==> config.mk <==
export PLATFORM = sky130hd
export DESIGN_NAME = ir_fetch
export DESIGN_NICKNAME = d
export VERILOG_FILES = /design/src/rtl/ir_fetch.sv
export SDC_FILE = /design/constraint.sdc
export NUM_CORES = 1
export LEC_CHECK = 0
export BUFFER_PORTS_ARGS = -buffer_cell sky130_fd_sc_hd__buf_4
export CAP_MARGIN = 0
export CORE_UTILIZATION = 36
export DETAILED_ROUTE_END_ITERATION = 12
export SLEW_MARGIN = 20
export SYNTH_ARGS = -nofsm -noshare
export SYNTH_HDL_FRONTEND = slang
export SYNTH_SLANG_ARGS = --single-unit
==> constraint.sdc <==
create_clock -name clk -period 3.14 [get_ports clk]
set_input_delay 0.471 -clock clk [delete_from_list [all_inputs] [get_ports clk]]
set_output_delay 0.471 -clock clk [all_outputs]
set_load 0.05 [all_outputs]
==> src/rtl/ir_fetch.sv <==
// ----------------------------------------------------------------------------
// ir_fetch -- LC-3b instruction-fetch sequencer.
//
// On a start request in IDLE, reads one 16-bit word from memory at the
// supplied PC using the MIO ready handshake. It then presents that word on
// ir_data with a single-cycle ir_load strobe, together with PC+2 on pc_next.
//
// Parameters
//   TIMEOUT   max cycles spent in REQ without mem_r before the fetch is
//             aborted with an err pulse; 0 waits forever.
//
// Ports
//   clk       system clock, rising-edge
//   reset     synchronous, active-high reset
//   start     fetch request (sampled only in IDLE)
//   flush     abort an in-flight fetch (REQ only)
//   pc_in     fetch address, sampled with start
//   mem_addr  memory address (MAR), valid while mem_en=1
//   mem_en    memory read enable
//   mem_r     memory ready; mem_data valid in the same cycle
//   mem_data  memory read data
//   ir_load   one-cycle IR load strobe
//   ir_data   fetched instruction word (MDR), qualified by ir_load
//   pc_next   fetch address + 2, qualified by ir_load
//   busy      high in any state other than IDLE
//   err       one-cycle pulse: unaligned PC or memory timeout
//
// All outputs are driven from registers only; there is no combinational
// path from any input to any output.
// ----------------------------------------------------------------------------
module ir_fetch #(
    parameter int TIMEOUT = 16
) (
    input  logic        clk,
    input  logic        reset,
    input  logic        start,
    input  logic        flush,
    input  logic [15:0] pc_in,
    output logic [15:0] mem_addr,
    output logic        mem_en,
    input  logic        mem_r,
    input  logic [15:0] mem_data,
    output logic        ir_load,
    output logic [15:0] ir_data,
    output logic [15:0] pc_next,
    output logic        busy,
    output logic        err
);

    // The counter only has to reach TIMEOUT-1.
    localparam int CW = (TIMEOUT > 1) ? $clog2(TIMEOUT) : 1;
    localparam logic [CW-1:0] CNT_LAST = CW'((TIMEOUT > 0) ? TIMEOUT - 1 : 0);

    typedef enum logic [1:0] {
        IDLE = 2'd0,
        REQ  = 2'd1,
        LOAD = 2'd2
    } state_t;

    state_t        state_reg, state_next;
    logic [15:0]   addr_reg,  addr_next;
    logic [15:0]   mdr_reg,   mdr_next;
    logic [15:0]   npc_reg,   npc_next;
    logic [CW-1:0] cnt_reg,   cnt_next;
    logic          err_reg,   err_next;

    always_ff @(posedge clk) begin
        if (reset) begin
            state_reg <= IDLE;
            addr_reg  <= '0;
            mdr_reg   <= '0;
            npc_reg   <= '0;
            cnt_reg   <= '0;
            err_reg   <= 1'b0;
        end else begin
            state_reg <= state_next;
            addr_reg  <= addr_next;
            mdr_reg   <= mdr_next;
            npc_reg   <= npc_next;
            cnt_reg   <= cnt_next;
            err_reg   <= err_next;
        end
    end

    always_comb begin
        state_next = state_reg;
        addr_next  = addr_reg;
        mdr_next   = mdr_reg;
        npc_next   = npc_reg;
        cnt_next   = cnt_reg;
        err_next   = 1'b0;

        case (state_reg)
            IDLE: begin
                if (start) begin
                    if (pc_in[0]) begin
                        // Unaligned word fetch: report it, never touch memory.
                        err_next = 1'b1;
                    end else begin
                        addr_next  = pc_in;
                        cnt_next   = '0;
                        state_next = REQ;
                    end
                end
            end

            REQ: begin
                // flush beats a same-cycle mem_r and a same-cycle timeout.
                if (flush) begin
                    state_next = IDLE;
                end else if (mem_r) begin
                    mdr_next   = mem_data;
                    // PC+2 is precomputed here so pc_next is a plain register.
                    npc_next   = addr_reg + 16'd2;
                    state_next = LOAD;
                end else if ((TIMEOUT != 0) && (cnt_reg == CNT_LAST)) begin
                    err_next   = 1'b1;
                    state_next = IDLE;
                end else begin
                    cnt_next = cnt_reg + CW'(1);
                end
            end

            LOAD: begin
                state_next = IDLE;
            end

            default: begin
                state_next = IDLE;
            end
        endcase
    end

    assign mem_en   = (state_reg == REQ);
    assign mem_addr = addr_reg;
    assign ir_load  = (state_reg == LOAD);
    assign ir_data  = mdr_reg;
    assign pc_next  = npc_reg;
    assign busy     = (state_reg != IDLE);
    assign err      = err_reg;

endmodule

==> results.md, run 1 <==
- Switch share: 0.2804
- Htree depth: 2
- GRT Total Usage: 0.1650
- Fmax: roughly 540 MHz
- M1 wire length: 2.564 mm
- Crit path required time: 3.35 ns
- Highest routed layer: met4
- Gate Count Post-Synth: 264
- Reg-to-reg critical path startpoint: state_reg[1]
- DIE AREA: between 0.006 and 0.007 mm2
- DRC: 0
- Synth top area share: 0.4641
- R2R depth: 5
- Final core utilization: 0.5093
- Worst skew pair latency: 0.30 ns
- Post-CTS Setup Bufs: 0
- Initial DRC count: 56
- Status: finished, final reports clean
- Max_cap viols: 0
- Leakage dissipation: 1.208 nW
- Die Ht: 81.69 um
- Hold Startpoint: pc_in[8]
- Vias per inst: between 4 and 5
- Share of layout cells above drive strength 1: 0.3343
- CTS tree: built
- Die width: 81.69 um
- DR WL met3: ~410 um
- Total Wirelength: 5.333 mm
- Seq/Total Area, Yosys: 0.4641
- Most frequently used flop master after synthesis: dfxtp_1
- Worst vdd ir: around 0.00024 V
- Unique masters post-synth: 36
- Initial antenna violation count: 0
- Post-synth EDFFs: 0
- Met2 wire len: between 2 and 2.5 mm
- Gpl congestion: between 0.7 and 0.8
- Num rows: 28
- Worst Setup End Kind: register
- Setup ws final: ~1.3 ns
- First-pass GRT wire length: ~8.4 mm
- Leading area contributor after synthesis: dfxtp_1
- Post-Layout Cell Count: roughly 420
- Switch Pwr: between 0.3 and 0.4 mW
- Post-Syn Area: roughly 0.0023 mm2
- Cts repair resizes: 0
- Routed Antenna Nets: 0
- Hold Path Cell Cnt: 3
- Final Cycle Share: 0.5925
- Clock skew: 0.01081 ns
- Clock Pin Slew Worst Setup and Hold Paths: 0.10 ns
- Total number of vias: 2008
- Initial Utilization: 0.3794
- Internal power: about 0.94 mW
- Pin count of the biggest net entering global routing: between 50 and 60
- DR pass1 iterations: 4
- Synth area leaders: dfxtp_1 46%, nand2_1 11%, a21oi_1 7.7%
- Post-CTS Hold Fix Bufs: 0
- Count of pins over their slew limit: 0
- Setup WS pre-CTS: approximately 1.2 ns
- Hpwl dp: about 3.7 mm
- Crit path arrival time: roughly 2.1 ns
- Final Critical Period: around 1.9 ns
- Crit path max fanout: 27
- Max FFs per register: 16
- I/O Pins: between 80 and 90
- Register bit count reported by yosys: 53
- IO buf count: 86
- Clk pwr share: 0.299
- CTS Buf Count: 5
- Pwr dens: about 430 mW/mm2
- Post-synthesis async set-or-reset flop share: 0
- Gate power share: 0.157
- Rel. slew slack: 0.4522
- Cells after DPL: ~410
- CP Class: reg2reg
- Most common cell after layout, fill and taps aside: buf_4
- Min-delay worst type: in2reg
- Synth warn: 0
- Core ar.: about 0.0060 mm2
- CTS Root Cell: clkbuf_8
- Drt wl/cell: 12.73 um
- Nets: 383
- Fin Setup TNS: 0 ns
- Synth-to-layout area growth: 34.26%
- Commonest non-fill, non-tap cells in the layout: 87 x buf_4, 69 x nand2_1, 53 x dfxtp_1
- Grt ovf: 0
- Register-to-Register Setup Slack: roughly 1.3 ns
- Seq pwr share: 0.544
- Antenna diodes: 0
- Startpoint Class: register
- Syn_area_per_cell: 8.659 um2
- Worst reg2reg endpoint: pc_next[3]
- Number of fill cells: between 600 and 700
- RSZ-0062 raised after global routing: false
- Vias in the first global route: ~1800
- Clock sinks: between 50 and 60
- Final setup viols: 0
- Least-Margin Pin Slew: 0.8171 ns
- Hold Path End: mem_addr[8]
- Final hold vios: 0
- Clock buffer depth: 2
-- worst max-delay path, cell delays in order (launching register included) --
cell	delay, ns
dfxtp_1	0.42
nand2b_4	0.21
nor3b_4	0.61
buf_12	0.26
nor2_1	0.06
a211oi_1	0.21
-- through the flow --
| stage | power, mW | hold WS (ns) | instance area (um2) |
|---|---|---|---|
| after CTS | 1.324 | 0.3956 | 3069 |
| after global placement | 0.9324 | 0.4430 | 2979 |
| after detailed placement | 0.9334 | 0.4479 | 2979 |
| after global routing | 1.368 | 0.3960 | 3069 |
| final | 1.307 | 0.3999 | 3069 |
| after floorplan | 0.8537 | 0.4613 | 2290 |
-- worst max-delay path by stage --
stage | start | end | slack [ns] | depth (start not counted)
CTS | state_reg[1] | pc_next[3] | 1.25 | 5
finish | state_reg[1] | pc_next[3] | 1.28 | 5
global route | state_reg[1] | pc_next[3] | 1.12 | 5
global placement | flush | pc_next[1] | 1.25 | 4
floorplan | mem_addr[1] | pc_next[15] | 1.29 | 5
detailed placement | flush | pc_next[1] | 1.20 | 4
-- cell usage after synthesis (2+ instances only) --
master and count:
nand3b_1 3, buf_4 3, dfxtp_1 53, nand2_1 69
a211oi_2 11, inv_1 5, buf_2 5, nor4b_4 2
nand3_1 5, xnor2_1 12, nor2_1 23, a211oi_1 2
a21oi_1 35, nor3_1 7, ha_1 2, clkbuf_1 7
-- final cells by class --
cell class,instances,area [um2],share of cell area
clock buffers,6,82.58,0.02691
clock inverters,1,7.507,0.002446
inverters,5,18.77,0.006115
multi-input cells,191,1132,0.3689
flip-flops and latches,53,1061,0.3457
well taps,75,93.84,0.03057
repair buffers,88,673.1,0.2193
-- per-layer routing --
metal | vias up | track usage
met2 | 55 | 0.2525
met3 | 5 | 0.04889
met4 | 0 | 0.05263
li1 | 1048 | -
met5 | - | 0
met1 | 900 | 0.2218
-- cells by family after synthesis --
kind of cell | synth area share
compound gates | 0.1631
xor+xnor | 0.04981
fa+ha+maj | 0.01095
buf+inv | 0.04214
flops | 0.4641
other cells | 0.001640
simple gates | 0.2682
-- power groups by stage --
stage	clock [mW]	sequential [mW]	combinational [mW]
finish	0.391	0.711	0.205
CTS	0.405	0.712	0.207
global placement	0	0.727	0.205
floorplan	0	0.781	0.0729
global route	0.434	0.715	0.219
detailed placement	0	0.727	0.206
Power figures use the tool's default switching activity.
==> run 2, diff against run 1 <==
clock period = 1.5 ns   (was 3.14 ns; I/O delays follow)
==> run 2 against run 1 <==
Sequential cell count did not move. Sequential share of layout area down 0.68 points. Largest cell class unchanged. Register-to-register slack lost 1.2 ns. Wire length grew 4.4%.
==> results.md, run 2 (synthesis results as in run 1) <==
- Final core utilization: 0.5305 (+0.02118)
- Crit path max fanout: 6 (-78%)
- CP Class: reg2reg
- Switch Pwr: 0.7886 mW (+120%)
- Final hold vios: 0 (unchanged)
- CTS Buf Count: 5 (unchanged)
- Startpoint Class: register
- CTS tree: built
- Initial Utilization: 0.3794 (unchanged)
- Hpwl dp: 3.999 mm (+7.9%)
- Post-CTS Hold Fix Bufs: 0 (unchanged)
- Clock sinks: 53 (unchanged)
- Die Ht: 81.69 um (unchanged)
- Fmax: 715.4 MHz (+33%)
- Gpl congestion: 0.7912 (+8.6%)
- Num rows: 28 (unchanged)
- Clock buffer depth: 2 (unchanged)
- Switch share: 0.2870 (+0.006626)
- Setup ws final: 0.1023 ns (-1.177 ns)
- DR pass1 iterations: 4 (unchanged)
- Initial antenna violation count: 0 (unchanged)
- Total Wirelength: 5.567 mm (+4.4%)
- Final Critical Period: 1.398 ns (-0.4627 ns)
- Core ar.: 0.006026 mm2 (unchanged)
- Critical Path Max Stage Delay: 0.43 ns (-0.18 ns)
- Multi-input logic area: 0.001152 mm2 (+1.8%)
- Synth-to-layout area growth: 39.85%
- Final setup viols: 0 (unchanged)
- Gate power share: 0.167 (+0.010)
- Worst Setup End Kind: register
- Htree depth: 2 (unchanged)
- Reg area: 0.001084 mm2 (+2.1%)
- Internal power: 1.959 mW (+110%)
- Crit path arrival time: 1.63 ns (-0.45 ns)
- Most common cell after layout, fill and taps aside: buf_4
- Pin count of the biggest net entering global routing: 32 (-42%)
- Clock skew: 0.006004 ns (-0.004802 ns)
- Vias in the first global route: 1879 (+3.0%)
- Number of fill cells: 583 (-5.8%)
- Drt wl/cell: 12.98 um (+2.0%)
- Leakage dissipation: 1.272 nW (+5.2%)
- Initial DRC count: 61 (+8.9%)
- RSZ-0062 raised after global routing: false
- GRT Total Usage: 0.1701 (+0.005124)
- Pwr dens: 859.4 mW/mm2 (+100%)
- DIE AREA: 0.006672 mm2 (unchanged)
- Commonest non-fill, non-tap cells in the layout: 94 x buf_4, 69 x nand2_1, 39 x dfxtp_1
- CTS Root Cell: clkbuf_8
- Clk pwr share: 0.291 (-0.008)
- Max_cap viols: 0 (unchanged)
- Setup WS pre-CTS: 0.07500 ns (-1.127 ns)
- Post-CTS Setup Bufs: 0 (unchanged)
- Slowest stage cell, crit path: dfxtp_2
- Nets: 392 (+2.3%)
- Final hold slack: 0.1469 ns (-0.2529 ns)
- I/O Pins: 89 (unchanged)
- Routed Antenna Nets: 0 (unchanged)
- Fin Setup TNS: 0 ns (unchanged)
- Final Cycle Share: 0.9318 (+0.3393)
- Antenna diodes: 0 (unchanged)
- Status: finished, final reports clean
- Worst skew pair latency: 0.30 ns (about the same)
- DRC: 0 (unchanged)
- Clock Pin Slew Worst Setup and Hold Paths: 0.10 ns (about the same)
- Cts repair resizes: 1 (+1)
- Min-delay worst type: in2reg
- Crit path required time: 1.73 ns (-1.62 ns)
- Grt ovf: 0 (unchanged)
- First-pass GRT wire length: 8.714 mm (+3.2%)
- Worst-path cell chain: nand4_2 -> nor4_2 -> xnor2_1 -> a211oi_2
- Max FFs per register: 16 (unchanged)
- Worst vdd ir: 0.0004249 V (+75%)
- Seq pwr share: 0.542 (-0.002)
- Total number of vias: 2050 (+2.1%)
- IO buf count: 86 (unchanged)
- Share of layout cells above drive strength 1: 0.3898 (+0.05553)
- Vias per inst: 4.779 (-0.29%)
- Die width: 81.69 um (unchanged)
- Count of pins over their slew limit: 0 (unchanged)
## run 2: cell types whose count changed in the layout (fill, tap and decap cells not counted), moves of 2 or more
cell / before / now
buf_12: 1 / 3
clkbuf_1: 0 / 2
dfxtp_1: 53 / 39
dfxtp_4: 0 / 2
buf_4: 87 / 94
dfxtp_2: 0 / 12
## run 2: worst paths after layout
path / startpoint / to / slack, ns / depth (start not counted)
setup / recovery: mem_addr[3] / pc_next[14] / 0.10 / 4
hold / removal: pc_in[7] / mem_addr[7] / 0.15 / 3
setup reg to reg: mem_addr[3] / pc_next[14] / 0.10 / 4
hold reg to reg: ir_data[2] / ir_data[2] / 0.46 / 2
## run 2: layout make-up
cell class,instances,area share
clock buffers,7,0.02387
clock inverters,1,0.001957
inverters,5,0.005871
multi-input cells,191,0.3605
flip-flops and latches,53,0.3389
well taps,75,0.02935
repair buffers,97,0.2395
## run 2: power by group through the flow
stage | registers (mW) | logic (mW) | clock network (mW)
after global placement | 1.52 | 0.458 | 0
final | 1.49 | 0.460 | 0.800
after floorplan | 1.64 | 0.152 | 0
after detailed placement | 1.52 | 0.461 | 0
after global routing | 1.49 | 0.492 | 0.894
after CTS | 1.49 | 0.462 | 0.829
## run 2: layer usage
metal	up-vias	wire (um)	global-route usage
li1	1060	-	-
met1	919	2562	0.2189
met2	62	2508	0.2667
met3	9	398	0.05222
met4	0	97	0.06316
met5	-	0	0
## run 2: through the flow
| step | instances | total power, mW | area [um2] |
|---|---|---|---|
| after floorplan | 265 | 1.789 | 2315 |
| final | 429 | 2.747 | 3197 |
| after global placement | 421 | 1.978 | 3097 |
| after global routing | 429 | 2.881 | 3197 |
| after CTS | 429 | 2.779 | 3181 |
| after detailed placement | 421 | 1.981 | 3097 |
## run 2: worst max-delay path, delay by kind of cell (launching register included)
family / cells / cell delay (ns)
compound gates: 1 / 0.21
xor+xnor: 1 / 0.11
flops: 1 / 0.43
simple gates: 2 / 0.57
==> run 3, diff against run 2 <==
CELL_PAD_IN_SITES_DETAIL_PLACEMENT = 1   (was not set)
CELL_PAD_IN_SITES_GLOBAL_PLACEMENT = 1   (was not set)
CORE_UTILIZATION = 31   (was 36)
PLACE_DENSITY_LB_ADDON = 0.1   (was not set)
clock period = 1.2 ns   (was 1.5 ns; I/O delays follow)
==> run 3 against run 2 <==
The run now ends with setup timing left. Power up 37%. Maximum frequency is 2.7% lower. Sequential cell count unchanged. Wire length increased by 35%. Critical path depth grew 2. Final area grew 26%. Sequential power increased by 23%.
==> results.md, run 3 (synthesis results as in run 1) <==
- Initial Utilization: 0.3292 (-0.05017)
- Most common cell after layout, fill and taps aside: buf_4
- Clock skew: 0.01117 ns (+0.005169 ns)
- IO buf count: 86 (unchanged)
- Final core utilization: 0.5814 (+0.05092)
- Fmax: 696.0 MHz (-2.7%)
- Clock buffer depth: 2 (unchanged)
- Leakage dissipation: 1.689 nW (+33%)
- Drt wl/cell: 15.37 um (+18%)
- Gpl congestion: 0.7585 (-4.1%)
- Startpoint Class: register
- Crit path required time: 1.43 ns (-0.30 ns)
- CTS Root Cell: clkbuf_8
- Max FFs per register: 16 (unchanged)
- CP delay by family, top: simple AND/OR/NAND/NOR gates
- Clock sinks: 53 (unchanged)
- Crit path max fanout: 8 (+2)
- Vias in the first global route: 2298 (+22%)
- DIE AREA: 0.007721 mm2 (+16%)
- CTS tree: built
- Initial DRC count: 51 (-16%)
- Setup ws final: -0.2369 ns (-0.3391 ns)
- Final hold slack: 0.09585 ns (-0.05110 ns)
- Htree depth: 2 (unchanged)
- Total number of vias: 2304 (+12%)
- Count of pins over their slew limit: 0 (unchanged)
- Max_cap viols: 0 (unchanged)
- Worst Setup End Kind: register
- CTS Buf Count: 5 (unchanged)
- Commonest non-fill, non-tap cells in the layout: 106 x buf_4, 50 x nand2_1, 37 x dfxtp_1
- Vias per inst: 4.712 (-1.4%)
- Failing checks: setup timing
- Die Ht: 87.87 um (+7.6%)
- I/O Pins: 89 (unchanged)
- Worst skew pair latency: 0.31 ns (about the same)
- Post-Layout Cell Count: 489 (+14%)
- Slowest stage cell, crit path: dfxtp_4
- Core ar.: 0.006944 mm2 (+15%)
- Status: finished, violations left
- Final setup viols: 43 (+43)
- Final Cycle Share: 1.197 (+0.2656)
- Pin count of the biggest net entering global routing: 27 (-16%)
- GRT Total Usage: 0.1948 (+0.02468)
- First-pass GRT wire length: 11.39 mm (+31%)
- Total Wirelength: 7.517 mm (+35%)
- Hpwl dp: 5.015 mm (+25%)
- Initial antenna violation count: 0 (unchanged)
- RSZ-0062 raised after global routing: true
- Grt ovf: 0 (unchanged)
- Worst vdd ir: 0.0005403 V (+27%)
- Cells after DPL: 470 (+12%)
- Pwr dens: 928.9 mW/mm2 (+8.1%)
- DRC: 0 (unchanged)
- Clock Pin Slew Worst Setup and Hold Paths: 0.10 ns (about the same)
- Buf+Inv Stages, Crit Path: 2 (+2)
- Min-delay worst type: in2reg
- Die width: 87.87 um (+7.6%)
- CP Class: reg2reg
- Antenna diodes: 0 (unchanged)
- Synth-to-layout area growth: 76.63%
- Final hold vios: 0 (unchanged)
- Num rows: 30 (+7.1%)
- Crit path arrival time: 1.67 ns (+0.04 ns)
- DR pass1 iterations: 4 (unchanged)
- Routed Antenna Nets: 0 (unchanged)
- Share of layout cells above drive strength 1: 0.6005 (+0.2107)
- Nets: 431 (+9.9%)
- Worst-path cell chain: nand2b_4 -> nor3b_4 -> buf_6 -> buf_12 -> nor2_1 -> a211oi_1
- Final Critical Period: 1.437 ns (+0.03913 ns)
- Critical Path Max Stage Delay: 0.38 ns (-0.05 ns)
-- run 3: cell count changes in the layout (fill, tap and decap cells not counted), sizes merged --
cell    change
buf        +38
clkbuf      +1
clkinv      +1
inv         -1
-- run 3: power breakdown --
part           internal (mW)  switching, mW  leakage (nW)
Sequential              1.79         0.0479         0.441
Combinational          0.337          0.449          1.19
Clock                  0.537          0.591        0.0534
-- run 3: worst min-delay path: stages --
cell	delay, ns
buf_4	0.11
nand2_2	0.05
a21oi_2	0.04
-- run 3: what timing repair did --
item / 4_1_cts / 5_1_grt
endpoints found under the setup margin: 54 / 60
cloned: 3 / 1
setup buffers: 4 / 4
pin swaps: 24 / 33
hold buffers: 0 / 0
resized for setup: 65 / 51
-- run 3: worst paths after layout --
check,from,to,slack (ns),cells past startpoint
hold reg to reg,ir_data[8],ir_data[8],0.46,2
setup / recovery,state_reg[1],pc_next[3],-0.24,6
setup reg to reg,state_reg[1],pc_next[3],-0.24,6
hold / removal,pc_in[13],mem_addr[13],0.1,3
-- run 3: cell type report --
| type | instances | area (um2) |
|---|---|---|
| repair buffers | 136 | 1224 |
| inverters | 5 | 23.77 |
| multi-input cells | 191 | 1451 |
| clock buffers | 7 | 97.59 |
| clock inverters | 1 | 5.005 |
| fillers | 783 | 2907 |
| well taps | 96 | 120.1 |
| flip-flops and latches | 53 | 1116 |
-- run 3: per-stage QoR --
stage / setup WS, ns / power [mW] / TNS, ns / instance area (um2)
after floorplan: -0.1901 / 2.228 / -2.435 / 2400
after global placement: -0.09236 / 2.510 / -1.414 / 3393
after detailed placement: -0.1455 / 2.520 / -2.838 / 3393
after CTS: -0.1539 / 3.726 / -4.399 / 3812
after global routing: -0.2871 / 3.899 / -9.439 / 4038
final: -0.2369 / 3.750 / -6.425 / 4038
-- run 3: metal layers --
layer,GRT usage,vias to the layer above,part of all wire
met2,0.3495,48,0.52
met5,0,-,0
li1,-,1145,-
met1,0.2429,1108,0.44
met4,0.04918,0,0.0055
met3,0.03016,3,0.031
